[src/rtl/controller_pkg.sv]
// Shared types and constants for the controller poller: FSM state encoding and button bit positions.
// Latency: none (declarations only).
// Backpressure: none (declarations only).
package controller_pkg;

   typedef enum logic [2:0] {
      IDLE     = 3'd0,
      LATCH    = 3'd1,
      SHIFT_LO = 3'd2,
      SHIFT_HI = 3'd3,
      DONE     = 3'd4
   } state_t;

   // Bit positions in buttons_1/2. Bit 7 is the first bit shifted out of the controller.
   localparam int BTN_A      = 7;
   localparam int BTN_B      = 6;
   localparam int BTN_SELECT = 5;
   localparam int BTN_START  = 4;
   localparam int BTN_UP     = 3;
   localparam int BTN_DOWN   = 2;
   localparam int BTN_LEFT   = 1;
   localparam int BTN_RIGHT  = 0;

   function automatic int max_i(input int a, input int b);
      return (a > b) ? a : b;
   endfunction

endpackage

[src/rtl/controller_poller_if.sv]
// Bundles the controller bus (latch, serial clock, two data lines) and the host-side poll/result signals.
// Latency: none (wiring only).
// Backpressure: none; poll_start is a strobe, and valid is a one-cycle pulse with no ready.
// Ports (master = poller side):
//   poll_start                 host -> poller, 1-cycle poll request
//   controller_clk/latch       poller -> controllers
//   controller_1/2_data_in_B   controllers -> poller, active-low serial data
//   buttons_1/2, busy, valid   poller -> host
interface controller_poller_if;
   logic       poll_start;
   logic       controller_clk;
   logic       controller_latch;
   logic       controller_1_data_in_B;
   logic       controller_2_data_in_B;
   logic [7:0] buttons_1;
   logic [7:0] buttons_2;
   logic       busy;
   logic       valid;

   modport master (
      input  poll_start, controller_1_data_in_B, controller_2_data_in_B,
      output controller_clk, controller_latch, buttons_1, buttons_2, busy, valid
   );

   modport slave (
      output poll_start, controller_1_data_in_B, controller_2_data_in_B,
      input  controller_clk, controller_latch, buttons_1, buttons_2, busy, valid
   );
endinterface

[src/rtl/controller_shift_channel.sv]
// Deserialises one controller's active-low data line and presents the result as active-high buttons.
// Latency: o_buttons updates on the clock edge after i_commit is sampled high.
// Backpressure: none; the FSM in the parent decides when to sample and when to commit.
// Ports: i_clk_1, i_rst_B (async active-low), i_sample (shift enable), i_commit (load hold reg),
//        i_data_B (serial data, active-low), o_buttons (held button byte, bit7 = first bit).
module controller_shift_channel (
   input  logic       i_clk_1,
   input  logic       i_rst_B,
   input  logic       i_sample,
   input  logic       i_commit,
   input  logic       i_data_B,
   output logic [7:0] o_buttons
);

   logic [7:0] r_shift;
   logic [7:0] r_hold;

   // Shifting into the LSB leaves the first-sampled bit in bit 7 after eight samples.
   always_ff @(posedge i_clk_1 or negedge i_rst_B) begin
      if (!i_rst_B) begin
         r_shift <= 8'h00;
      end else if (i_sample) begin
         r_shift <= {r_shift[6:0], ~i_data_B};
      end
   end

   // Separate hold register so readers never observe a partially shifted byte.
   always_ff @(posedge i_clk_1 or negedge i_rst_B) begin
      if (!i_rst_B) begin
         r_hold <= 8'h00;
      end else if (i_commit) begin
         r_hold <= r_shift;
      end
   end

   assign o_buttons = r_hold;

endmodule

[src/rtl/controller_poller.sv]
// Polls two NES-style controllers: latch pulse, 8 serial clocks, deserialise, commit both bytes atomically.
// Latency: poll_start accepted in cycle 0 -> valid in cycle LATCH_CYCLES + 16*HALF_PERIOD + 1.
// Backpressure: none; poll_start outside IDLE is dropped, and valid is a single-cycle pulse.
// Ports: i_clk_1 (system clock), i_rst_B (async active-low reset),
//        bus (controller_poller_if.master: poll_start, controller clk/latch/data, buttons, busy, valid).
module controller_poller
   import controller_pkg::*;
#(
   parameter int HALF_PERIOD  = 6,
   parameter int LATCH_CYCLES = 12
) (
   input  logic                  i_clk_1,
   input  logic                  i_rst_B,
   controller_poller_if.master   bus
);

   localparam int CNT_W = $clog2(max_i(HALF_PERIOD, LATCH_CYCLES) + 1);
   localparam logic [CNT_W-1:0] HP_LD  = CNT_W'(HALF_PERIOD);
   localparam logic [CNT_W-1:0] LC_LD  = CNT_W'(LATCH_CYCLES);
   localparam logic [CNT_W-1:0] CNT_1  = CNT_W'(1);

   state_t           r_state;
   state_t           w_state_nxt;
   logic [CNT_W-1:0] r_cnt;
   logic [CNT_W-1:0] w_cnt_nxt;
   logic [2:0]       r_bit;
   logic [2:0]       w_bit_nxt;
   logic             w_sample;
   logic             w_commit;
   logic             r_ctrl_clk;
   logic             r_latch;
   logic             r_busy;
   logic             r_valid;

   // Phase counter counts down to 1; the cycle with r_cnt == 1 is the last of its phase.
   always_comb begin
      w_state_nxt = r_state;
      w_cnt_nxt   = r_cnt;
      w_bit_nxt   = r_bit;
      w_sample    = 1'b0;
      w_commit    = 1'b0;
      case (r_state)
         IDLE: begin
            if (bus.poll_start) begin
               w_state_nxt = LATCH;
               w_cnt_nxt   = LC_LD;
               w_bit_nxt   = 3'd0;
            end
         end
         LATCH: begin
            if (r_cnt == CNT_1) begin
               w_state_nxt = SHIFT_LO;
               w_cnt_nxt   = HP_LD;
            end else begin
               w_cnt_nxt = r_cnt - CNT_1;
            end
         end
         SHIFT_LO: begin
            if (r_cnt == CNT_1) begin
               // Data is sampled at the end of the low phase, just before the rising edge.
               w_sample    = 1'b1;
               w_state_nxt = SHIFT_HI;
               w_cnt_nxt   = HP_LD;
            end else begin
               w_cnt_nxt = r_cnt - CNT_1;
            end
         end
         SHIFT_HI: begin
            if (r_cnt == CNT_1) begin
               if (r_bit == 3'd7) begin
                  w_state_nxt = DONE;
                  w_commit    = 1'b1;
               end else begin
                  w_state_nxt = SHIFT_LO;
                  w_cnt_nxt   = HP_LD;
                  w_bit_nxt   = r_bit + 3'd1;
               end
            end else begin
               w_cnt_nxt = r_cnt - CNT_1;
            end
         end
         DONE: begin
            w_state_nxt = IDLE;
         end
         default: begin
            w_state_nxt = IDLE;
         end
      endcase
   end

   always_ff @(posedge i_clk_1 or negedge i_rst_B) begin
      if (!i_rst_B) begin
         r_state <= IDLE;
         r_cnt   <= '0;
         r_bit   <= 3'd0;
      end else begin
         r_state <= w_state_nxt;
         r_cnt   <= w_cnt_nxt;
         r_bit   <= w_bit_nxt;
      end
   end

   // Outputs are decoded from the next state so they are glitch-free flops aligned with the state.
   always_ff @(posedge i_clk_1 or negedge i_rst_B) begin
      if (!i_rst_B) begin
         r_ctrl_clk <= 1'b0;
         r_latch    <= 1'b0;
         r_busy     <= 1'b0;
         r_valid    <= 1'b0;
      end else begin
         r_ctrl_clk <= (w_state_nxt == SHIFT_HI);
         r_latch    <= (w_state_nxt == LATCH);
         r_busy     <= (w_state_nxt != IDLE);
         r_valid    <= w_commit;
      end
   end

   controller_shift_channel u_ch1 (
      .i_clk_1   (i_clk_1),
      .i_rst_B   (i_rst_B),
      .i_sample  (w_sample),
      .i_commit  (w_commit),
      .i_data_B  (bus.controller_1_data_in_B),
      .o_buttons (bus.buttons_1)
   );

   controller_shift_channel u_ch2 (
      .i_clk_1   (i_clk_1),
      .i_rst_B   (i_rst_B),
      .i_sample  (w_sample),
      .i_commit  (w_commit),
      .i_data_B  (bus.controller_2_data_in_B),
      .o_buttons (bus.buttons_2)
   );

   assign bus.controller_clk   = r_ctrl_clk;
   assign bus.controller_latch = r_latch;
   assign bus.busy             = r_busy;
   assign bus.valid            = r_valid;

endmodule

[src/flat_wrapper.sv]
// flat-port wrapper written by rule: the top's interface ports become plain ports
module controller_poller_flat import controller_pkg::*;
#(
   parameter int HALF_PERIOD  = 6,
   parameter int LATCH_CYCLES = 12
)
  (i_clk_1, i_rst_B, bus_poll_start, bus_controller_1_data_in_B, bus_controller_2_data_in_B, bus_controller_clk, bus_controller_latch, bus_buttons_1, bus_buttons_2, bus_busy, bus_valid);
  controller_poller_if bus_i ();
  input  logic i_clk_1;
  input  logic i_rst_B;
  input wire logic [$bits(bus_i.poll_start)-1:0] bus_poll_start;
  input wire logic [$bits(bus_i.controller_1_data_in_B)-1:0] bus_controller_1_data_in_B;
  input wire logic [$bits(bus_i.controller_2_data_in_B)-1:0] bus_controller_2_data_in_B;
  output wire logic [$bits(bus_i.controller_clk)-1:0] bus_controller_clk;
  output wire logic [$bits(bus_i.controller_latch)-1:0] bus_controller_latch;
  output wire logic [$bits(bus_i.buttons_1)-1:0] bus_buttons_1;
  output wire logic [$bits(bus_i.buttons_2)-1:0] bus_buttons_2;
  output wire logic [$bits(bus_i.busy)-1:0] bus_busy;
  output wire logic [$bits(bus_i.valid)-1:0] bus_valid;
  assign bus_i.poll_start = bus_poll_start;
  assign bus_i.controller_1_data_in_B = bus_controller_1_data_in_B;
  assign bus_i.controller_2_data_in_B = bus_controller_2_data_in_B;
  assign bus_controller_clk = bus_i.controller_clk;
  assign bus_controller_latch = bus_i.controller_latch;
  assign bus_buttons_1 = bus_i.buttons_1;
  assign bus_buttons_2 = bus_i.buttons_2;
  assign bus_busy = bus_i.busy;
  assign bus_valid = bus_i.valid;
  controller_poller #(.HALF_PERIOD(HALF_PERIOD), .LATCH_CYCLES(LATCH_CYCLES)) u_core (.i_clk_1(i_clk_1), .i_rst_B(i_rst_B), .bus(bus_i));
endmodule
[config.mk]
export PLATFORM = sky130hd
export DESIGN_NAME = controller_poller_flat
export DESIGN_NICKNAME = d
export VERILOG_FILES = /design/src/rtl/controller_pkg.sv /design/src/rtl/controller_poller_if.sv /design/src/rtl/controller_shift_channel.sv /design/src/rtl/controller_poller.sv /design/src/flat_wrapper.sv
export SDC_FILE = /design/constraint.sdc
export NUM_CORES = 1
export LEC_CHECK = 0
export ABC_CLOCK_PERIOD_IN_PS = 2200
export CORE_UTILIZATION = 49
export DETAILED_ROUTE_END_ITERATION = 8
export PLACE_DENSITY = 0.75
export SLEW_MARGIN = 20
export SYNTH_ARGS = -nofsm -noshare
export SYNTH_HDL_FRONTEND = slang
export SYNTH_SLANG_ARGS = --single-unit
[constraint.sdc]
create_clock -name i_clk_1 -period 2.2 [get_ports i_clk_1]
set_clock_uncertainty 0.15 [all_clocks]
set_input_delay 0.44 -clock i_clk_1 [delete_from_list [all_inputs] [get_ports i_clk_1]]
set_output_delay 0.44 -clock i_clk_1 [all_outputs]
set_load 0.01 [all_outputs]
==> metrics list <==
- Router iterations before antenna repair: 4
* Share of cells above drive strength 1: 0.300
- Endpoint with the worst hold slack: u_core.r_bit[0]
- Overall die height: 65.4 µm
* Post-route ant nets: 0
- The worst register-to-register path begins at u_core.r_cnt[1].
* Cell family with the largest share of critical-path delay: simple AND/OR/NAND/NOR gates
* Avg Inst Size Synth: 14.1 µm²
- Part of the power in registers: 0.514
- Final critical-path required period: 2.15 ns
- Antenna violations before repair: 0
- Largest net degree at the start of global routing: 20
- After detailed routing, the total wire length is 3.09 mm.
* Max Buffers Root-to-Sink: 2
- Number of nets in the synthesized netlist: 149
* Simple-Gate Fraction of Synth Area: 0.0801
- Data required time at the worst endpoint: 2.23 ns
- Via density per instance: 5.23
- At the later pin of the worst-skew pair, clock insertion delay measures 0.29 ns.
* Comb power frac: 0.247
- Switching Power: 647 µW
* Total congestion overflow after global routing: 0
* Status: completed
- Compound-Gate Fraction of Synth Area: 0.0394
- Cell internal power was estimated by the tool at 1.53 mW.
- The filler cells instantiated in the layout total 298.
- Count of warnings emitted by yosys: 0
* Synthesis-stage register bit count: 46
- For this run, the register share of the synthesized area comes to 0.585.
- Cells on worst reg2reg path: 6
- DRC violation count after routing: 0
- Together, buffers and inverters on the worst path number 2.
- Tot GR Track Use: 0.171
- The total count of hold-check failures in the final report was 0.
- RSZ-0062 raised after global routing: false
- After the last flow step, the layout net total stands at 178.
- Traced cell by cell, the critical path runs through inv_1 > ha_4 > or3b_4 > or3_4 > buf_12 > mux2_4.
- The number of global-route vias before repair came to 1,185.
- Worst-margin pin slew: 0.583 ns
- 0 antenna diodes ended up in the layout.
- Across the run, the number of max-cap violations was 0.
- Final weighted congestion of routability-driven global placement: 0.762
- The max-slew violation count is 0.
* Area growth from synthesis to layout: 21.6%
* Syn Std Cell Area: 1970 µm²
* CTS tree: built
* Sw Share: 0.297
- The library cell used most frequently in the layout, excluding fill and tap cells, is sky130_fd_sc_hd__dfrtp_1.
- Setup violations remaining at the end of the flow were counted as 0.
- HPWL after detailed placement: 2.21 mm
- Post-route insts no fill: 218
- Final cell utilization of the core: 0.639
* Post-synthesis adder-cell area fraction: 0.0254
- Critical Path AT: 2.18 ns
- Critical hold path startpoint: u_core.r_bit[0]
- Of the post-synthesis cell area, the part taken by muxes is 0.217.
- After detailed placement, the total cell area comes to 2270 µm².
* Critical path class: reg2reg
* Initial Util: 0.526
* XOR/XNOR share of the synthesized area: 0.00445
* Die X: 65.4 µm
- The largest single stage delay on the critical path is 0.40 ns.
- After routing, the total negative slack on setup checks comes to 0 ns.
- Number of sinks on the clock net: 46
- In this run the post-CTS setup repair buffer count came out at 0.
* Dominant combinational cell family by area after synthesis: multiplexers
* Top-level port count: 25
* FMAX: 465 MHz
* Wire length of the first global-routing pass: 5.34 mm
* Leakage power total: 1.20 nW
- Cell depth of the worst hold path: 1
* Clock H-tree levels: 2
* Commonest cells after routing, fill and taps aside: 46 x sky130_fd_sc_hd__dfrtp_1, 23 x sky130_fd_sc_hd__clkdlybuf4s50_1, 22 x sky130_fd_sc_hd__mux2_2, 8 x sky130_fd_sc_hd__inv_1, 8 x sky130_fd_sc_hd__mux2_4
- After detailed placement, the design holds a cell count of 209.
- Synthesis produced a netlist whose cell count is 140.
* Tcrit/Tclk final: 0.978
- Number of different library cells in the post-synthesis netlist: 36
- Vias: 1,141
* Final design area excluding fillers: 2390 µm²
- Area inside the core boundary: 3740 µm²
- Dividing the detail-routed wire length by the instance count gives 14.2 µm.
- Category of the worst setup path capture point: flop
- Clock tree synthesis inserted a total of 5 buffers.
* DR iter-0 viols: 45
- In this run the critical register-to-register path is captured at u_core.u_ch2.r_shift[1].
- Register-to-register path setup slack: 0.05 ns
- Clock transition at path regs: 0.08 ns
- The floorplan step defined a die boundary enclosing 4270 µm².
* Number of stages on the worst setup path: 6
- Clock share of power: 0.240
* Max stage delay cell, worst path: sky130_fd_sc_hd__dfrtp_1
- Measured against its own limit, the worst slew margin works out to 0.611.
- STA classifies the critical path startpoint as a flop.
- The tightest min-delay check is of the reg2reg type.
* Worst-path maximum fanout: 16
* Power per unit of standard cell area: 909 nW/µm²
* Highest ir drop seen on vdd: 0.413 mV
- CTS placed an instance of sky130_fd_sc_hd__clkbuf_8 at the clock tree root.
- In this run the tool buffered the top-level ports with 24 buffer cells.
* Number of core rows: 22
timing repair:
item                                    CTS  global route
gates resized for setup                   0             4
endpoints found under the setup margin    0            14
hold buffers                              1             0
endpoints found under the hold margin    17             0
metal layers:
layer,part of all wire,vias up,GRT usage
met3,0.036,7,0.0417
li1,-,547,-
met2,0.49,22,0.273
met5,0,-,0
met1,0.46,565,0.213
met4,0.020,0,0.0897
cell usage after synthesis:
master                       n  area share
sky130_fd_sc_hd__nor2_1      5      0.0095
sky130_fd_sc_hd__nor3_1      3      0.0076
sky130_fd_sc_hd__buf_12      1       0.010
sky130_fd_sc_hd__nand2_1     5      0.0095
sky130_fd_sc_hd__nor4_1      2      0.0064
sky130_fd_sc_hd__mux2_4      8       0.061
sky130_fd_sc_hd__a22o_1      1      0.0045
sky130_fd_sc_hd__dfrtp_1    46        0.58
sky130_fd_sc_hd__ha_1        4       0.025
sky130_fd_sc_hd__or3b_1      1      0.0045
sky130_fd_sc_hd__or2_2       1      0.0032
sky130_fd_sc_hd__or4b_2      1      0.0051
sky130_fd_sc_hd__a2111oi_0   1      0.0045
sky130_fd_sc_hd__nor2b_1     1      0.0032
sky130_fd_sc_hd__a311oi_1    1      0.0045
sky130_fd_sc_hd__mux2i_1     6       0.031
sky130_fd_sc_hd__a21oi_1     1      0.0025
sky130_fd_sc_hd__inv_1       8       0.015
sky130_fd_sc_hd__buf_2       3      0.0076
sky130_fd_sc_hd__a22oi_1     1      0.0038
sky130_fd_sc_hd__a31oi_1     1      0.0032
sky130_fd_sc_hd__or3b_2      1      0.0045
sky130_fd_sc_hd__and4bb_2    1      0.0064
sky130_fd_sc_hd__mux2_2     22        0.13
sky130_fd_sc_hd__clkbuf_1    3      0.0057
sky130_fd_sc_hd__a21o_1      1      0.0038
sky130_fd_sc_hd__or3_1       1      0.0032
sky130_fd_sc_hd__buf_6       1      0.0057
sky130_fd_sc_hd__nand2b_1    1      0.0032
sky130_fd_sc_hd__o21a_1      1      0.0038
sky130_fd_sc_hd__a211oi_1    1      0.0038
sky130_fd_sc_hd__nor3b_1     1      0.0038
sky130_fd_sc_hd__a311o_1     1      0.0051
sky130_fd_sc_hd__xnor2_1     1      0.0045
sky130_fd_sc_hd__and4b_1     2       0.010
sky130_fd_sc_hd__buf_4       1      0.0038
logic make-up (layout without fill, tap and decap cells):
| logic type | Yosys count | in the layout |
|---|---|---|
| XOR/XNOR | 1 | 1 |
| buffers and inverters | 17 | 47 |
| multiplexers | 36 | 36 |
| flip-flops | 46 | 46 |
| AO/OA/AOI/OAI | 10 | 10 |
| adder cells (fa/ha/maj) | 4 | 4 |
| AND/OR/NAND/NOR | 26 | 26 |
final cells by class:
| class | count | area, µm² | share of cell area |
|---|---|---|---|
| inverter | 8 | 30.0 | 0.0125 |
| clock buffer | 7 | 86.3 | 0.0361 |
| tap | 48 | 60.1 | 0.0251 |
| sequential | 46 | 1150 | 0.481 |
| clock inverter | 1 | 8.76 | 0.00366 |
| multi-input combinational | 77 | 742 | 0.310 |
| timing repair buffer | 31 | 315 | 0.132 |
power by group through the flow:
stage	Sequential, mW	Combinational, mW	Clock (mW)
floorplan	1.09	0.363	0
global placement	1.11	0.494	0
detailed placement	1.12	0.526	0
CTS	1.11	0.530	0.544
global route	1.13	0.604	0.587
finish	1.12	0.537	0.522
sequential cells by signal, summed over array words and instances (netlist names):
name,count
u_core.r_bit,3
u_core.u_ch2.o_buttons,8
u_core.u_ch2.r_shift,8
u_core.u_ch1.o_buttons,8
u_core.bus.busy,1
u_core.bus.controller_clk,1
u_core.u_ch1.r_shift,8
u_core.bus.controller_latch,1
u_core.r_cnt,4
u_core.bus.valid,1
u_core.r_state,3
how the worst max path moves through the flow:
stage                    startpoint                      end  slack [ns]
detailed placement  u_core.r_cnt[1]  u_core.u_ch2.r_shift[2]        0.01
CTS                 u_core.r_cnt[1]  u_core.u_ch2.r_shift[1]      0.0007
global route        u_core.r_cnt[1]  u_core.u_ch2.r_shift[1]        0.02
finish              u_core.r_cnt[1]  u_core.u_ch2.r_shift[1]        0.05
global placement    u_core.r_cnt[1]  u_core.u_ch2.r_shift[2]        0.09
floorplan           u_core.r_cnt[1]  u_core.u_ch1.r_shift[5]        0.05
per-stage QoR:
step	total power [mW]	setup WS [ns]	hold WS [ns]
after global routing	2.33	0.0203	0.365
after CTS	2.18	0.000689	0.343
after detailed placement	1.65	0.0113	0.238
after global placement	1.60	0.0925	0.230
after floorplan	1.45	0.0465	-0.00559
final	2.18	0.0477	0.343
No activity file was read; power rests on OpenSTA's default activity.
==> patch 1: new RTL, same flow settings <==
`LATCH_CYCLES` is set to 12 in 2 places; all go to 24.
--- a/src/rtl/controller_poller.sv
+++ b/src/rtl/controller_poller.sv
@@ -9,3 +9,3 @@
    parameter int HALF_PERIOD  = 6,
-   parameter int LATCH_CYCLES = 12
+   parameter int LATCH_CYCLES = 24
 ) (
--- a/src/flat_wrapper.sv
+++ b/src/flat_wrapper.sv
@@ -4,3 +4,3 @@
    parameter int HALF_PERIOD  = 6,
-   parameter int LATCH_CYCLES = 12
+   parameter int LATCH_CYCLES = 24
 )
Function: same outputs for any inputs over 10 cycles, from zero or initial values and one cycle with i_rst_B low; that may be too few to reach the edited logic, so the function may still have changed.
==> patch 1 against the unedited design <==
- design area down 1.6%
- setup slack better by 0.064 ns
- area after synthesis about the same
- count of clock-buffer cells in the layout unchanged
- die area about the same
- first-iteration DRC count up 73%
- sequential cell count up 1
- via count up 6.5%
- sequential share of layout area up 1.8 points
- total power down 7.4%
- routed wire length up 3.6%
- largest power group unchanged
- combinational power down 20%
==> patch 1: results (changes against the unedited design) <==
status=finished clean; WL met3=175 um (+56%); Synth cell types=35 (-2.8%); metal2 WL=1650 um (+9.5%); first-pass GRT wire length=5580 um (+4.4%); CP max FO=18 (+2); largest stage delay on the critical path=0.38 ns (-0.02 ns); Post-Synthesis Cells=142 (+1.4%); worst hold path class=in -> async; Max VDD drop=0.000457 V (+11%); largest net degree at the start of global routing=48 (+140%); vias in the first global route=1,226 (+3.5%); compound-gate portion of the synthesized area=0.0699 (+0.0305); Synth Area in Adders=0.0254 (about the same); minimum setup slack after placement=0.0264 ns (+0.0150 ns); top cells by area, synth=dfrtp_1 (60%), mux2_2 (13%), mux2_4 (4.6%); grt met3 use=0.0608 (+0.0191); mux cell area share after synthesis=0.188 (-0.0294); wl on met1=1350 um (-4.5%); synth cell count leaders=dfrtp_1 (47), mux2_2 (23), o21ai_0 (9); Post-Synth XOR/XNOR Area=0.00445 (about the same); Syn Nets=151 (+1.3%); share of cells above drive strength 1=0.263 (-0.0368); register area share after synthesis=0.597 (+0.0123); Final Non-Filler Cells=219 (+0.46%); hpwl dp=2160 um (-2.1%); via/cell ratio=5.55 (+6.0%); combinational power=427 uW (-20%); P_leak=1.09 nW (-8.7%); GR Layer Usage met2=0.303 (+0.0296); dpl cell area=2260 sq um (-0.55%); Layout Nets=179 (+0.56%); cell family with most CP delay=simple AND/OR/NAND/NOR gates; Placer Congestion=0.746 (-2.1%); Arrival @ worst endpoint=2.12 ns (-0.06 ns); Async SR Flop Fraction=1.00 (unchanged)
[patch 1: cell count changes after synthesis, sizes merged, moves of 4 or more]
cell and delta:
o21ai +9, mux2i -5, inv -4, nand3 +4
[patch 1: path summary, 6_finish.rpt]
kind,slack [ns],from,end,cells after the start
worst max-delay path,0.11,u_core.r_cnt[1],u_core.u_ch2.r_shift[2],6
worst min-delay path,0.07,i_rst_B,u_core.bus.valid,2
worst max register to register,0.11,u_core.r_cnt[1],u_core.u_ch2.r_shift[2],6
worst min register to register,0.36,u_core.r_bit[0],u_core.r_bit[0],1
max in group asynchronous,1.44,i_rst_B,u_core.r_cnt[2],2
min in group i_clk_1,0.36,u_core.r_bit[0],u_core.r_bit[0],1
[patch 1: area by class of cell]
| class | instances | area, sq um |
|---|---|---|
| clock inverters | 1 | 8.76 |
| well taps | 48 | 60.1 |
| fillers | 291 | 1390 |
| repair buffers | 27 | 270 |
| multi-input cells | 85 | 739 |
| inverters | 4 | 15.0 |
| flip-flops and latches | 47 | 1180 |
| clock buffers | 7 | 86.3 |
==> patch 2: new RTL, same settings <==
Without the edit above. The 5 states of `state_t` get a one-hot encoding in 5 bits.
--- a/src/rtl/controller_pkg.sv
+++ b/src/rtl/controller_pkg.sv
@@ -5,8 +5,8 @@
 
-   typedef enum logic [2:0] {
-      IDLE     = 3'd0,
-      LATCH    = 3'd1,
-      SHIFT_LO = 3'd2,
-      SHIFT_HI = 3'd3,
-      DONE     = 3'd4
+   typedef enum logic [4:0] {
+      IDLE     = 5'b00001,
+      LATCH    = 5'b00010,
+      SHIFT_LO = 5'b00100,
+      SHIFT_HI = 5'b01000,
+      DONE     = 5'b10000
    } state_t;
Function: same outputs for any inputs over 10 cycles, from zero or initial values and one cycle with i_rst_B low; not proved beyond that.
==> patch 2 against the unedited design <==
- largest cell class unchanged
- area after synthesis rose by 4.5%
- via count rose by 23%
- sequential cell count rose by 2
- sequential share of layout area fell by 0.066 points
- worst hold slack got worse by 0.013 ns
- total power fell by 6.6%
- utilization fell by 1.3 points
- setup slack improved by 0.25 ns
- synthesized cell count rose by 29%
- critical path depth did not move
- routed wire length rose by 26%
- design area rose by 4.6%
==> patch 2: results (changes against the unedited design) <==
Syn Nets=190 (+28%); largest stage delay on the critical path=0.53 ns (+0.13 ns); wl on met1=1820 um (+29%); max_slew headroom=0.642 (+0.0307); register area share after synthesis=0.585 (about the same); Final Non-Filler Cells=264 (+21%); Layout fillers=325 (+9.1%); CP max FO=6 (-10); slowest cell on the critical path=or3b_2; synth cell count leaders=nand2_1 (59), dfrtp_1 (47), inv_1 (8), mux2_2 (8), o21ai_0 (8); Total GRT Usage=0.200 (+0.0295); Clock Buffer Count=6 (-1); Signal buf overhead=0.118 (-0.0138); Reg2Reg Setup Slack=0.30 ns (+0.25 ns); multi-input combinational area share=0.314 (+0.00436); sequential cell area share=0.480 (-0.000659); Non-Clock Inverter Count=9 (+1); Hold Path Origin=u_core.u_ch1.o_buttons[3]; Reg area=1200 sq um (+4.5%); minimum hold slack=0.329 ns (-0.0134 ns); hpwl dp=2640 um (+20%); grt met3 use=0.0582 (+0.0166); Initial DRC Count=89 (+98%); Non-clk bufs=30 (-3.2%); status=finished clean
==> patch 2: changes by cell type in the layout (fill, tap and decap cells not counted), moves of 2 or more <==
| cell | delta |
|---|---|
| nand2_1 | +54 |
| mux2_2 | -14 |
| o21ai_0 | +8 |
| nand3_1 | +4 |
| a21boi_0 | +3 |
| mux2i_1 | -3 |
| nor3_1 | -3 |
| and4b_1 | -2 |
| mux2_4 | -2 |
| nor4_1 | -2 |
==> patch 2: report_power, final <==
part           leakage [nW]  internal, mW  switching (mW)
logic                 0.612         0.151           0.179
clock network        0.0614         0.372           0.302
registers             0.623         0.956          0.0711
total                  1.30          1.48           0.552
==> patch 2: cell families after synthesis <==
logic type               synth area share
AND/OR/NAND/NOR                     0.187
flip-flops                          0.585
AO/OA/AOI/OAI                      0.0645
multiplexers                        0.102
buffers and inverters              0.0323
adder cells (fa/ha/maj)            0.0243
XOR/XNOR                          0.00426
